**config.mk**
```make
export PLATFORM = sky130hd
export DESIGN_NAME = pc_sequencer
export DESIGN_NICKNAME = d
export VERILOG_FILES = /design/src/rtl/cpu_pkg.sv /design/src/rtl/pc_sequencer_ras_stack.sv /design/src/rtl/pc_sequencer.sv
export SDC_FILE = /design/constraint.sdc
export NUM_CORES = 1
export LEC_CHECK = 0
export CAP_MARGIN = 20
export CORE_MARGIN = 2
export CORE_UTILIZATION = 50
export DETAILED_ROUTE_END_ITERATION = 12
export PLACE_DENSITY = 0.81
export SYNTH_ARGS = -nofsm -noshare
export SYNTH_HDL_FRONTEND = slang
export SYNTH_HIERARCHICAL = 1
export SYNTH_SLANG_ARGS = --single-unit
```
**constraint.sdc**
```tcl
create_clock -name clk -period 10.4 [get_ports clk]
set_clock_uncertainty 0.2 [all_clocks]
set_input_delay 2.6 -clock clk [delete_from_list [all_inputs] [get_ports clk]]
set_output_delay 2.6 -clock clk [all_outputs]
set_load 0.005 [all_outputs]
```
**src/rtl/cpu_pkg.sv**
```systemverilog
// Shared CPU definitions used by the program-counter unit.
// Contents:
//   pc_src_e      - next-PC select encodings (sequential, branch, jump, jump-register)
//   INSTR_INDEX_W - width of the jump instruction-index field
//   DEFAULT_*_VEC - default reset and misalignment-exception vectors
package cpu_pkg;

  typedef enum logic [1:0] {
    PC_SEQ = 2'b00,
    PC_BR  = 2'b01,
    PC_J   = 2'b10,
    PC_JR  = 2'b11
  } pc_src_e;

  localparam int unsigned INSTR_INDEX_W = 26;

  localparam logic [31:0] DEFAULT_RESET_VEC = 32'h0000_0000;
  localparam logic [31:0] DEFAULT_EXC_VEC   = 32'h0000_0080;

endpackage

```
**src/rtl/pc_sequencer_ras_stack.sv**
```systemverilog
// ras_stack: return-address stack built as a circular buffer with a saturating count.
// Ports:
//   clk, reset     - clock and synchronous active-high reset (clears pointer, count, entries)
//   push           - write din on top; when full the oldest entry is overwritten
//   pop            - remove the top entry; ignored when empty
//   din            - return address to push
//   top            - current top entry, 0 when empty
//   empty, full    - count == 0 / count == RAS_DEPTH
module ras_stack
  import cpu_pkg::*;
#(
  parameter int unsigned WIDTH     = 32,
  parameter int unsigned RAS_DEPTH = 4
) (
  input  logic             clk,
  input  logic             reset,
  input  logic             push,
  input  logic             pop,
  input  logic [WIDTH-1:0] din,
  output logic [WIDTH-1:0] top,
  output logic             empty,
  output logic             full
);

  localparam int unsigned PW = $clog2(RAS_DEPTH);
  localparam int unsigned CW = $clog2(RAS_DEPTH + 1);

  logic [WIDTH-1:0] entries [RAS_DEPTH];
  logic [PW-1:0]    wptr;     // next slot to write; top lives at wptr-1
  logic [PW-1:0]    top_idx;
  logic [CW-1:0]    count;
  logic             do_pop;

  assign top_idx = wptr - PW'(1);
  assign empty   = (count == '0);
  assign full    = (count == CW'(RAS_DEPTH));
  assign top     = empty ? '0 : entries[top_idx];
  assign do_pop  = pop & ~empty;

  always_ff @(posedge clk) begin
    if (reset) begin
      wptr  <= '0;
      count <= '0;
      for (int unsigned i = 0; i < RAS_DEPTH; i++) begin
        entries[i] <= '0;
      end
    end else if (push && do_pop) begin
      // Pop then push collapses to replacing the top in place.
      entries[top_idx] <= din;
    end else if (push) begin
      // Power-of-two depth lets the pointer wrap onto the oldest entry when full.
      entries[wptr] <= din;
      wptr          <= wptr + PW'(1);
      if (!full) begin
        count <= count + CW'(1);
      end
    end else if (do_pop) begin
      wptr  <= top_idx;
      count <= count - CW'(1);
    end
  end

endmodule

```
**src/rtl/pc_sequencer.sv**
```systemverilog
// pc_sequencer: program counter with internal next-PC selection, stall,
// misalignment trap and a return-address stack for call/return tracking.
// Ports:
//   clk, reset     - clock and synchronous active-high reset
//   PCWre          - PC write enable; 0 holds PC and RAS
//   PCSrc          - next-PC select (seq / branch / jump / jump-register)
//   branch_offset  - sign-extended word offset for branches
//   jump_target    - 26-bit instruction index for jumps
//   reg_target     - register-sourced jump target
//   link, ret      - push return address / pop RAS on a return
//   PCOut, PCPlus4 - current PC and PC+4 (combinational)
//   ras_top, ras_empty, ras_full - RAS status
//   ras_mismatch   - one-cycle pulse: a return target differed from the prediction
//   addr_err       - one-cycle pulse: a misaligned target was trapped
module pc_sequencer
  import cpu_pkg::*;
#(
  parameter int unsigned     WIDTH     = 32,
  parameter logic [WIDTH-1:0] RESET_VEC = WIDTH'(DEFAULT_RESET_VEC),
  parameter logic [WIDTH-1:0] EXC_VEC   = WIDTH'(DEFAULT_EXC_VEC),
  parameter int unsigned     RAS_DEPTH = 4
) (
  input  logic                     clk,
  input  logic                     reset,
  input  logic                     PCWre,
  input  logic [1:0]               PCSrc,
  input  logic [WIDTH-1:0]         branch_offset,
  input  logic [INSTR_INDEX_W-1:0] jump_target,
  input  logic [WIDTH-1:0]         reg_target,
  input  logic                     link,
  input  logic                     ret,
  output logic [WIDTH-1:0]         PCOut,
  output logic [WIDTH-1:0]         PCPlus4,
  output logic [WIDTH-1:0]         ras_top,
  output logic                     ras_empty,
  output logic                     ras_full,
  output logic                     ras_mismatch,
  output logic                     addr_err
);

  logic [WIDTH-1:0] pc;
  logic [WIDTH-1:0] pc_plus4;
  logic [WIDTH-1:0] next_pc;
  logic             misaligned;
  logic             do_push;
  logic             do_pop;
  pc_src_e          src;

  assign src      = pc_src_e'(PCSrc);
  assign pc_plus4 = pc + WIDTH'(4);

  always_comb begin
    next_pc = pc_plus4;
    unique case (src)
      PC_SEQ: next_pc = pc_plus4;
      PC_BR:  next_pc = pc_plus4 + (branch_offset << 2);
      PC_J:   next_pc = {pc_plus4[WIDTH-1:28], jump_target, 2'b00};
      PC_JR:  next_pc = reg_target;
      default: next_pc = pc_plus4;
    endcase
  end

  assign misaligned = (next_pc[1:0] != 2'b00);

  // A trapped target suppresses every RAS side effect of that cycle.
  assign do_push = PCWre & link & PCSrc[1] & ~misaligned;
  assign do_pop  = PCWre & ret & (src == PC_JR) & ~misaligned;

  ras_stack #(
    .WIDTH     (WIDTH),
    .RAS_DEPTH (RAS_DEPTH)
  ) u_ras (
    .clk   (clk),
    .reset (reset),
    .push  (do_push),
    .pop   (do_pop),
    .din   (pc_plus4),
    .top   (ras_top),
    .empty (ras_empty),
    .full  (ras_full)
  );

  always_ff @(posedge clk) begin
    if (reset) begin
      pc           <= RESET_VEC;
      ras_mismatch <= 1'b0;
      addr_err     <= 1'b0;
    end else if (PCWre) begin
      pc           <= misaligned ? EXC_VEC : next_pc;
      addr_err     <= misaligned;
      // An empty stack has no prediction, so any return counts as a miss.
      ras_mismatch <= do_pop & (ras_empty | (reg_target != ras_top));
    end else begin
      ras_mismatch <= 1'b0;
      addr_err     <= 1'b0;
    end
  end

  assign PCOut   = pc;
  assign PCPlus4 = pc_plus4;

endmodule

```
==> results.toml, run 1 <==
[logic_synthesis]
synth.distinct_cells = 78
syn_nets = 1148
netlist_area_um2 = 10500
syn_avg_cell_area_um2 = 10.4
synth_common_cells = "nor2_1, edfxtp_1, nand2_1"
async_flop_share_pct = 0
yosysTopAreaCell = "edfxtp_1"
synth_area_leaders = "edfxtp_1, mux4_2, dfxtp_1"
ys_seq_elements = 167
synth_top_area_share_pct = 36.4
yosysSeqAreaShare_pct = 43.9
synth_edf_count = 128
synthCells = 1010
yosysMostFrequentCell = "nor2_1"
ys_dominant_reg_cell = "edfxtp_1"
yosys_warnings = 6

[grt]
grt-ovfl-total = 0
grt_first_pass_wirelength_mm = 47.7
grt_pass1_vias = 8447
grt_max_degree = 66
grt_usage_pct = 28.4
grt_antenna_before_repair = 1

[timing]
rsz0062_at_grt = "no"
fin_ws_ns = 3.35
finalSetupViolCount = 0
slew_viol_final = 0
tightest_slew_ns = 1.09
finalHoldViolCount = 0
fmax_mhz = 142
min_period_ns = 7.05
fin_tns_setup_ns = 0
slew_headroom_pct = 27.1
fin_crit_sh_pct = 67.8

[outcome]
status = "finished clean"

[placed_design]
gp_congestion = 0.922
dp_hpwl_mm = 23.2
io_buffer_count = 194
dp.cells = 1433
place_ws_ns = 2.99

[cells_and_area]
nFillCells = 1599
fin_util_pct = 63.5
nets = 1315
drive_above_1_share_pct = 9.59
syn_to_final_growth_pct = 25.8
final_cells = 1465
ff_latch_area_um2 = 4630
multi_input_area_um2 = 5430

[clock_tree]
numCtsBuffers = 17
ctsResizeCount = 0
cts_tree = "done"
insertion_delay_ns = 0.43
htreeDepth = 4
cts_root_buf = "clkbuf_16"
cts_sinks = 167
path_clk_slew_ns = 0.07
clockBufferDepth = 2
postCtsSetupBuffers = 0
cts_hold_buf = 0

[floorplanning]
std_cell_rows = 53
die_area_um2 = 22300
io_pins = 197
die_x_um = 149
start_util_pct = 50.5
dieHeight_um = 149
core_area_um2 = 20900

[route]
drc = 0
post_drt_wl_per_cell_um = 21.9
vias_per_cell = 6.04
route.antenna.remaining_nets = 0
drtIter0Drc = 1075
drt_pass1_iterations = 5
drt_wl_total_mm = 32.0
vias = 8850

[min_path]
holdCritStartpoint = "PCOut[23]"
hold_path_depth = 2
hold_path.class = "reg2reg"

[critical_path]
ff2ff_path_depth = 15
r2r_start = "PCOut[2]"
end_kind = "flip-flop"
critical_path.startpoint = "PCSrc[0]"
critical_path_class = "in2reg"
worstPathArrival_ns = 6.80
crit_required_ns = 10.15
cp-start-kind = "primary input"
cp_max_fo = 33

[pwr]
power_density_nw_per_um2 = 137
leakagePower_nw = 5.09
peakVddDrop_uv = 94.4

[flow_run]
max_cap_viol_count = 0
==> worst paths after layout <==
check	to	slack [ns]
hold / removal	PCOut[23]	0.33
hold reg to reg	PCOut[23]	0.33
setup / recovery	u_ras/entries[1][12]	3.35
setup reg to reg	PCOut[31]	5.63
==> layout by cell type, fill, tap and decap left out, types with 14 or more instances in the layout <==
cell	netlist	final
edfxtp_1	128	128
inv_1	60	60
nand2_1	87	86
nor3_1	14	14
a21oi_1	48	48
clkdlybuf4s50_1	0	193
mux4_2	41	41
nand3_1	19	19
nor2_1	130	129
ha_1	39	39
clkbuf_16	0	17
xor2_1	50	50
xnor2_1	30	30
a21o_1	15	15
nor2b_1	42	42
o21ai_0	25	25
dfxtp_1	39	38
==> metal layers <==
metal	GRT usage, %	routed length (um)	vias up	share of wire [%]
met5	0	0	-	0
met4	9.95	942	0	2.9
met3	4.80	3290	68	10
met2	48.0	15600	514	49
met1	37.2	12200	4256	38
li1	-	-	4012	-
==> sequential cells by signal (all words and copies together), names as in the netlist <==
register,flops
addr_err,1
PCOut,32
u_ras/count,3
ras_mismatch,1
u_ras/wptr,2
u_ras/entries,128
==> layout make-up <==
cell class                      instances  share of cell area (%)
Sequential cell                       167                    34.9
Tap cell                              275                    2.59
Clock buffer                           17                    3.21
Multi-Input combinational cell        729                    41.0
Antenna cell                            1                  0.0189
Timing Repair Buffer                  202                    15.1
Inverter                               60                    1.70
Clock inverter                         14                    1.58
==> cell families after synthesis <==
kind of cell / Yosys count / synth area share (%)
buffers and inverters: 114 / 5.19
adder cells (fa/ha/maj): 41 / 5.01
XOR/XNOR: 81 / 6.80
flip-flops: 167 / 43.9
multiplexers: 57 / 10.3
AND/OR/NAND/NOR: 365 / 16.8
AO/OA/AOI/OAI: 185 / 12.1
==> power by group <==
group | internal [mW] | switching [mW] | leakage, nW
logic | 0.172 | 0.180 | 3.14
clock network | 0.409 | 0.283 | 0.313
registers | 0.744 | 0.0238 | 1.64
total | 1.33 | 0.487 | 5.09
==> through the flow <==
step | hold slack, ns | cell area (um^2) | total power [mW]
4_1_cts | 0.316 | 13300 | 1.81
2_1_floorplan | 0.275 | 10500 | 0.973
3_3_place_gp | 0.299 | 12600 | 1.12
3_5_place_dp | 0.304 | 12600 | 1.13
5_1_grt | 0.358 | 13300 | 1.87
6_report | 0.329 | 13300 | 1.81
==> worst max-delay path, cell delays in order <==
cell and delay [ns]:
clkdlybuf4s50_1 0.41, buf_4 0.26, o21ai_0 0.13, a21oi_1 0.12, nor2b_1 0.29, and3_1 0.74
ha_1 0.43, nor4bb_1 0.13, o211ai_4 0.88, nand2_2 0.79
No activity file was read; power rests on OpenSTA's default activity.
==> inputs of run 2 (changes only) <==
--- a/config.mk
+++ b/config.mk
@@ -7,7 +7,7 @@
 export LEC_CHECK = 0
 export CAP_MARGIN = 20
 export CORE_MARGIN = 2
-export CORE_UTILIZATION = 50
+export CORE_UTILIZATION = 48
 export DETAILED_ROUTE_END_ITERATION = 12
 export PLACE_DENSITY = 0.81
 export SYNTH_ARGS = -nofsm -noshare
==> constraint.sdc (replaced) <==
create_clock -name clk -period 6 [get_ports clk]
set_clock_uncertainty 0.2 [all_clocks]
set_input_delay 1.5 -clock clk [delete_from_list [all_inputs] [get_ports clk]]
set_output_delay 1.5 -clock clk [all_outputs]
set_load 0.005 [all_outputs]
==> results.toml, run 2 (synthesized netlist as in run 1, its figures left out) <==
[cells_and_area]
final_cell_mix = "clkdlybuf4s50_1, nor2_1, edfxtp_1"
final_area_um2 = 13300
regMostFlops = "u_ras/entries"
syn_to_final_growth_pct = 25.9
final_common_cell = "clkdlybuf4s50_1"
nets = 1326
nFillCells = 1680
ff_latch_area_um2 = 4630
multi_input_area_um2 = 5400
drive_above_1_share_pct = 10.1
final_cells = 1480
largest_reg_flops = 128

[timing]
slew_viol_final = 0
tightest_slew_ns = 0.981
min_period_ns = 5.41
fin_crit_sh_pct = 90.1
rsz0062_at_grt = "no"
fin_tns_setup_ns = 0
finalHoldViolCount = 0
finalSetupViolCount = 0
fmax_mhz = 185
fin_ws_ns = 0.593
slew_headroom_pct = 34.6

[critical_path]
crit_required_ns = 4.30
crit_slowest_cell = "nor3_1"
worstPathCellList = "ha_1 -> and4_2 -> nand4_1 -> nor3_1 -> nand2_1 -> xnor2_1 -> clkdlybuf4s50_1"
end_kind = "primary output"
critical_path_class = "reg2out"
crit_family = "simple AND/OR/NAND/NOR gates"
path_buf_inv = 1
cp_max_fo = 6
worstPathArrival_ns = 3.71
cp-start-kind = "flip-flop"
max_stage_delay_ns = 0.80

[floorplanning]
core_area_um2 = 21700
std_cell_rows = 54
dieHeight_um = 152
die_x_um = 152
die_area_um2 = 23200
start_util_pct = 48.6
io_pins = 197

[clock_tree]
postCtsSetupBuffers = 0
htreeDepth = 4
cts_sinks = 167
cts_hold_buf = 0
insertion_delay_ns = 0.43
ctsResizeCount = 0
cts_root_buf = "clkbuf_16"
numCtsBuffers = 17
cts_tree = "done"
path_clk_slew_ns = 0.06
clockBufferDepth = 2

[flow_run]
max_cap_viol_count = 0

[min_path]
hold_path.class = "reg2reg"

[route]
drtIter0Drc = 907
drt_wl_total_mm = 32.6
vias_per_cell = 6.10
route.antenna.remaining_nets = 0
vias = 9029
post_drt_wl_per_cell_um = 22.0
drt_pass1_iterations = 5
drc = 0

[grt]
grt_max_degree = 37
grt_usage_pct = 27.8
grt-ovfl-total = 0
grt_pass1_vias = 8767
grt_antenna_before_repair = 1
grt_first_pass_wirelength_mm = 50.0

[pwr]
peakVddDrop_uv = 217
power_density_nw_per_um2 = 230
leakagePower_nw = 5.12

[placed_design]
placed_area_um2 = 12700
io_buffer_count = 194
place_ws_ns = 0.795
dp_hpwl_mm = 24.3
gp_congestion = 0.956
dp.cells = 1448

[outcome]
status = "finished clean"
## run 2: through the flow
stage | hold slack (ns) | power, mW | utilization (%)
2_1_floorplan | 0.275 | 1.69 | -
3_3_place_gp | 0.309 | 1.95 | 58.4
3_5_place_dp | 0.296 | 1.96 | 58.4
4_1_cts | 0.309 | 3.05 | 61.1
5_1_grt | 0.350 | 3.15 | 61.2
6_report | 0.328 | 3.05 | 61.2
## run 2: area by class of cell
cell class / count / share of cell area [%]
multi-input combinational: 729 / 40.7
sequential: 167 / 34.9
timing repair buffer: 213 / 15.7
clock buffer: 19 / 3.26
tap: 280 / 2.64
inverter: 60 / 1.70
clock inverter: 11 / 1.12
antenna: 1 / 0.0189
## run 2: path summary, 6_finish.rpt
path,startpoint,endpoint,slack [ns],cells past startpoint
worst max register to register,PCOut[2],PCOut[31],1.21,16
worst min register to register,PCOut[23],PCOut[23],0.33,2
worst max-delay path,PCOut[2],PCPlus4[28],0.59,7
worst min-delay path,PCOut[23],PCOut[23],0.33,2
## run 2: metal layers
layer | track usage, % | share of wire, %
met1 | 35.7 | 38
met2 | 46.0 | 48
met3 | 4.75 | 9.4
met4 | 13.3 | 4.6
met5 | 0 | 0
## run 2: worst reg2reg max path, delay by kind of cell, from the launching register on
family | cells | cell delay, ns
flip-flops | 1 | 0.44
AO/OA/AOI/OAI | 7 | 1.53
XOR/XNOR | 1 | 0.51
AND/OR/NAND/NOR | 6 | 1.34
adder cells (fa/ha/maj) | 2 | 0.63
## run 2: power by group
part | total (mW) | internal (mW) | switching (mW)
combinational | 0.618 | 0.302 | 0.316
clock | 1.10 | 0.653 | 0.447
sequential | 1.33 | 1.29 | 0.0419
total | 3.05 | 2.24 | 0.805
==> inputs of run 3 (changes only) <==
--- a/config.mk
+++ b/config.mk
@@ -5,11 +5,12 @@
 export SDC_FILE = /design/constraint.sdc
 export NUM_CORES = 1
 export LEC_CHECK = 0
+export ABC_AREA = 1
 export CAP_MARGIN = 20
-export CORE_MARGIN = 2
-export CORE_UTILIZATION = 48
+export CORE_UTILIZATION = 49
 export DETAILED_ROUTE_END_ITERATION = 12
-export PLACE_DENSITY = 0.81
+export GPL_ROUTABILITY_DRIVEN = 0
+export PLACE_DENSITY = 0.82
 export SYNTH_ARGS = -nofsm -noshare
 export SYNTH_HDL_FRONTEND = slang
 export SYNTH_HIERARCHICAL = 1
==> results.toml, run 3 <==
[outcome]
status = "finished clean"

[timing]
hold_ws_ns = 0.314
tightest_slew_ns = 0.921
rsz0062_at_grt = "no"
slew_headroom_pct = 38.5
finalHoldViolCount = 0
fin_ws_ns = 0.973
slew_viol_final = 0
min_period_ns = 5.03
finalSetupViolCount = 0
fmax_mhz = 199
fin_tns_setup_ns = 0
fin_crit_sh_pct = 83.8

[critical_path]
r2r_slack_ns = 2.16
timing.rr.end = "PCOut[30]"
cp-start-kind = "primary input"
r2r_start = "PCOut[3]"
crit_required_ns = 5.90
end_kind = "flip-flop"
ff2ff_path_depth = 17
critical_path_class = "in2reg"
worstPathArrival_ns = 4.93
cp_max_fo = 33

[cells_and_area]
nets = 1930
largest_reg_flops = 128
drive_above_1_share_pct = 6.70
regMostFlops = "u_ras/entries"
syn_to_final_growth_pct = 24.1
fin_util_pct = 62.6
final_common_cell = "nand2_1"
final_cell_mix = "nand2_1, clkdlybuf4s50_1, inv_1"
num_antenna_cells = 0

[clock_tree]
cts_root_buf = "clkbuf_16"
numCtsBuffers = 17
ctsResizeCount = 0
htreeDepth = 4
cts_tree = "done"
clockBufferDepth = 2
path_clk_slew_ns = 0.06
cts_sinks = 167
postCtsSetupBuffers = 0
insertion_delay_ns = 0.43
cts_hold_buf = 0

[route]
vias = 11700
drtIter0Drc = 1389
drt_pass1_iterations = 6
post_drt_wl_per_cell_um = 17.9
drt_wl_total_mm = 37.8
vias_per_cell = 5.54
route.antenna.remaining_nets = 0
drc = 0

[min_path]
hold_path.class = "reg2reg"
hold_path_depth = 2
holdCritStartpoint = "PCOut[31]"
whs_endpoint = "PCOut[31]"

[logic_synthesis]
syn_avg_cell_area_um2 = 7.15
synth.distinct_cells = 44
yosysSeqAreaShare_pct = 40.2
async_flop_share_pct = 0
ys_seq_elements = 167
syn_nets = 1748
synth_top_area_share_pct = 33.4
synth_edf_count = 128
yosys_warnings = 6
yosysMostFrequentCell = "nand2_1"
synth_common_cells = "nand2_1, inv_1, nor2_1"
synthCells = 1610
yosysTopAreaCell = "edfxtp_1"
netlist_area_um2 = 11500
ys_dominant_reg_cell = "edfxtp_1"
synth_area_leaders = "edfxtp_1, nand2_1, dfxtp_1"

[pwr]
power_density_nw_per_um2 = 216
totalPowerFinal_mw = 3.09
leakagePower_nw = 6.36
peakVddDrop_uv = 227

[floorplanning]
die_x_um = 155
start_util_pct = 50.4
dieHeight_um = 155
core_area_um2 = 22800
std_cell_rows = 55
die_area_um2 = 24100
io_pins = 197

[placed_design]
io_buffer_count = 194
place_ws_ns = 0.627
dp_hpwl_mm = 28.2

[grt]
grt_max_degree = 36
grt-ovfl-total = 0
grt_usage_pct = 31.4
grt_first_pass_wirelength_mm = 57.5
grt_antenna_before_repair = 0
grt_pass1_vias = 10900

[flow_run]
max_cap_viol_count = 0
run 3: cell count changes after synthesis, moves of 23 or more:
cell and delta:
inv_1 +125, nand3_1 +46, o21ai_0 +29, mux4_2 -41, nor2_2 +23, nor2_1 +43, nor2b_1 -42, nand2_1 +516
run 3: area by class of cell:
class                   count  area [um^2]
fillers                  1956         8550
multi-input cells        1199         5880
flip-flops and latches    167         4620
repair buffers            213         2100
inverters                 194          731
clock buffers              25          507
well taps                 313          392
clock inverters             7         67.6
run 3: cell families after synthesis:
logic type,synth area share [%]
DFF,40.2
AOI/OAI and AO/OA,8.02
adders and majority gates,4.58
buffers and inverters,8.96
xor gates and xnor gates,3.80
and+or+nand+nor,34.5
run 3: power breakdown:
part | leakage (nW) | switching [mW] | internal [mW]
clock network | 0.274 | 0.437 | 0.627
registers | 1.64 | 0.0409 | 1.30
logic | 4.44 | 0.412 | 0.281
total | 6.36 | 0.890 | 2.20
run 3: routing by layer:
layer	track usage, %	vias to the layer above	routed length, um
met4	17.9	0	1950
met2	52.7	760	18000
met3	4.29	133	4070
met5	0	-	0
li1	-	5517	-
met1	38.8	5329	13800
run 3: worst max path at each step:
| stage | cells after the start | to | from | slack, ns |
|---|---|---|---|---|
| final | 15 | u_ras/entries[2][23] | PCSrc[1] | 0.97 |
| after global routing | 15 | u_ras/entries[2][4] | PCSrc[1] | 0.77 |
| after CTS | 15 | u_ras/entries[2][25] | PCSrc[1] | 1.03 |
| after detailed placement | 15 | u_ras/entries[2][25] | PCSrc[1] | 0.63 |
| after floorplan | 16 | u_ras/entries[3][0] | PCSrc[1] | 1.03 |
| after global placement | 15 | u_ras/entries[2][25] | PCSrc[1] | 0.78 |
run 3: per-stage QoR:
step / cells / instance area, um^2
after floorplan: 1610 / 11500
after global placement: 2086 / 13700
after detailed placement: 2086 / 13700
after CTS: 2118 / 14300
after global routing: 2118 / 14300
final: 2118 / 14300
run 3: worst max-delay path, stage by stage:
cell and delay (ns):
clkdlybuf4s50_1 0.59, inv_2 0.14, o21ai_1 0.11, o21ai_1 0.13, nor2_4 0.20, inv_2 0.09
nor2_1 0.48, ha_1 0.37, nand2_4 0.10, nand2_1 0.13, nand2_1 0.13, nor2_4 0.17
nand2_4 0.27, nand2_1 0.18, buf_4 0.33
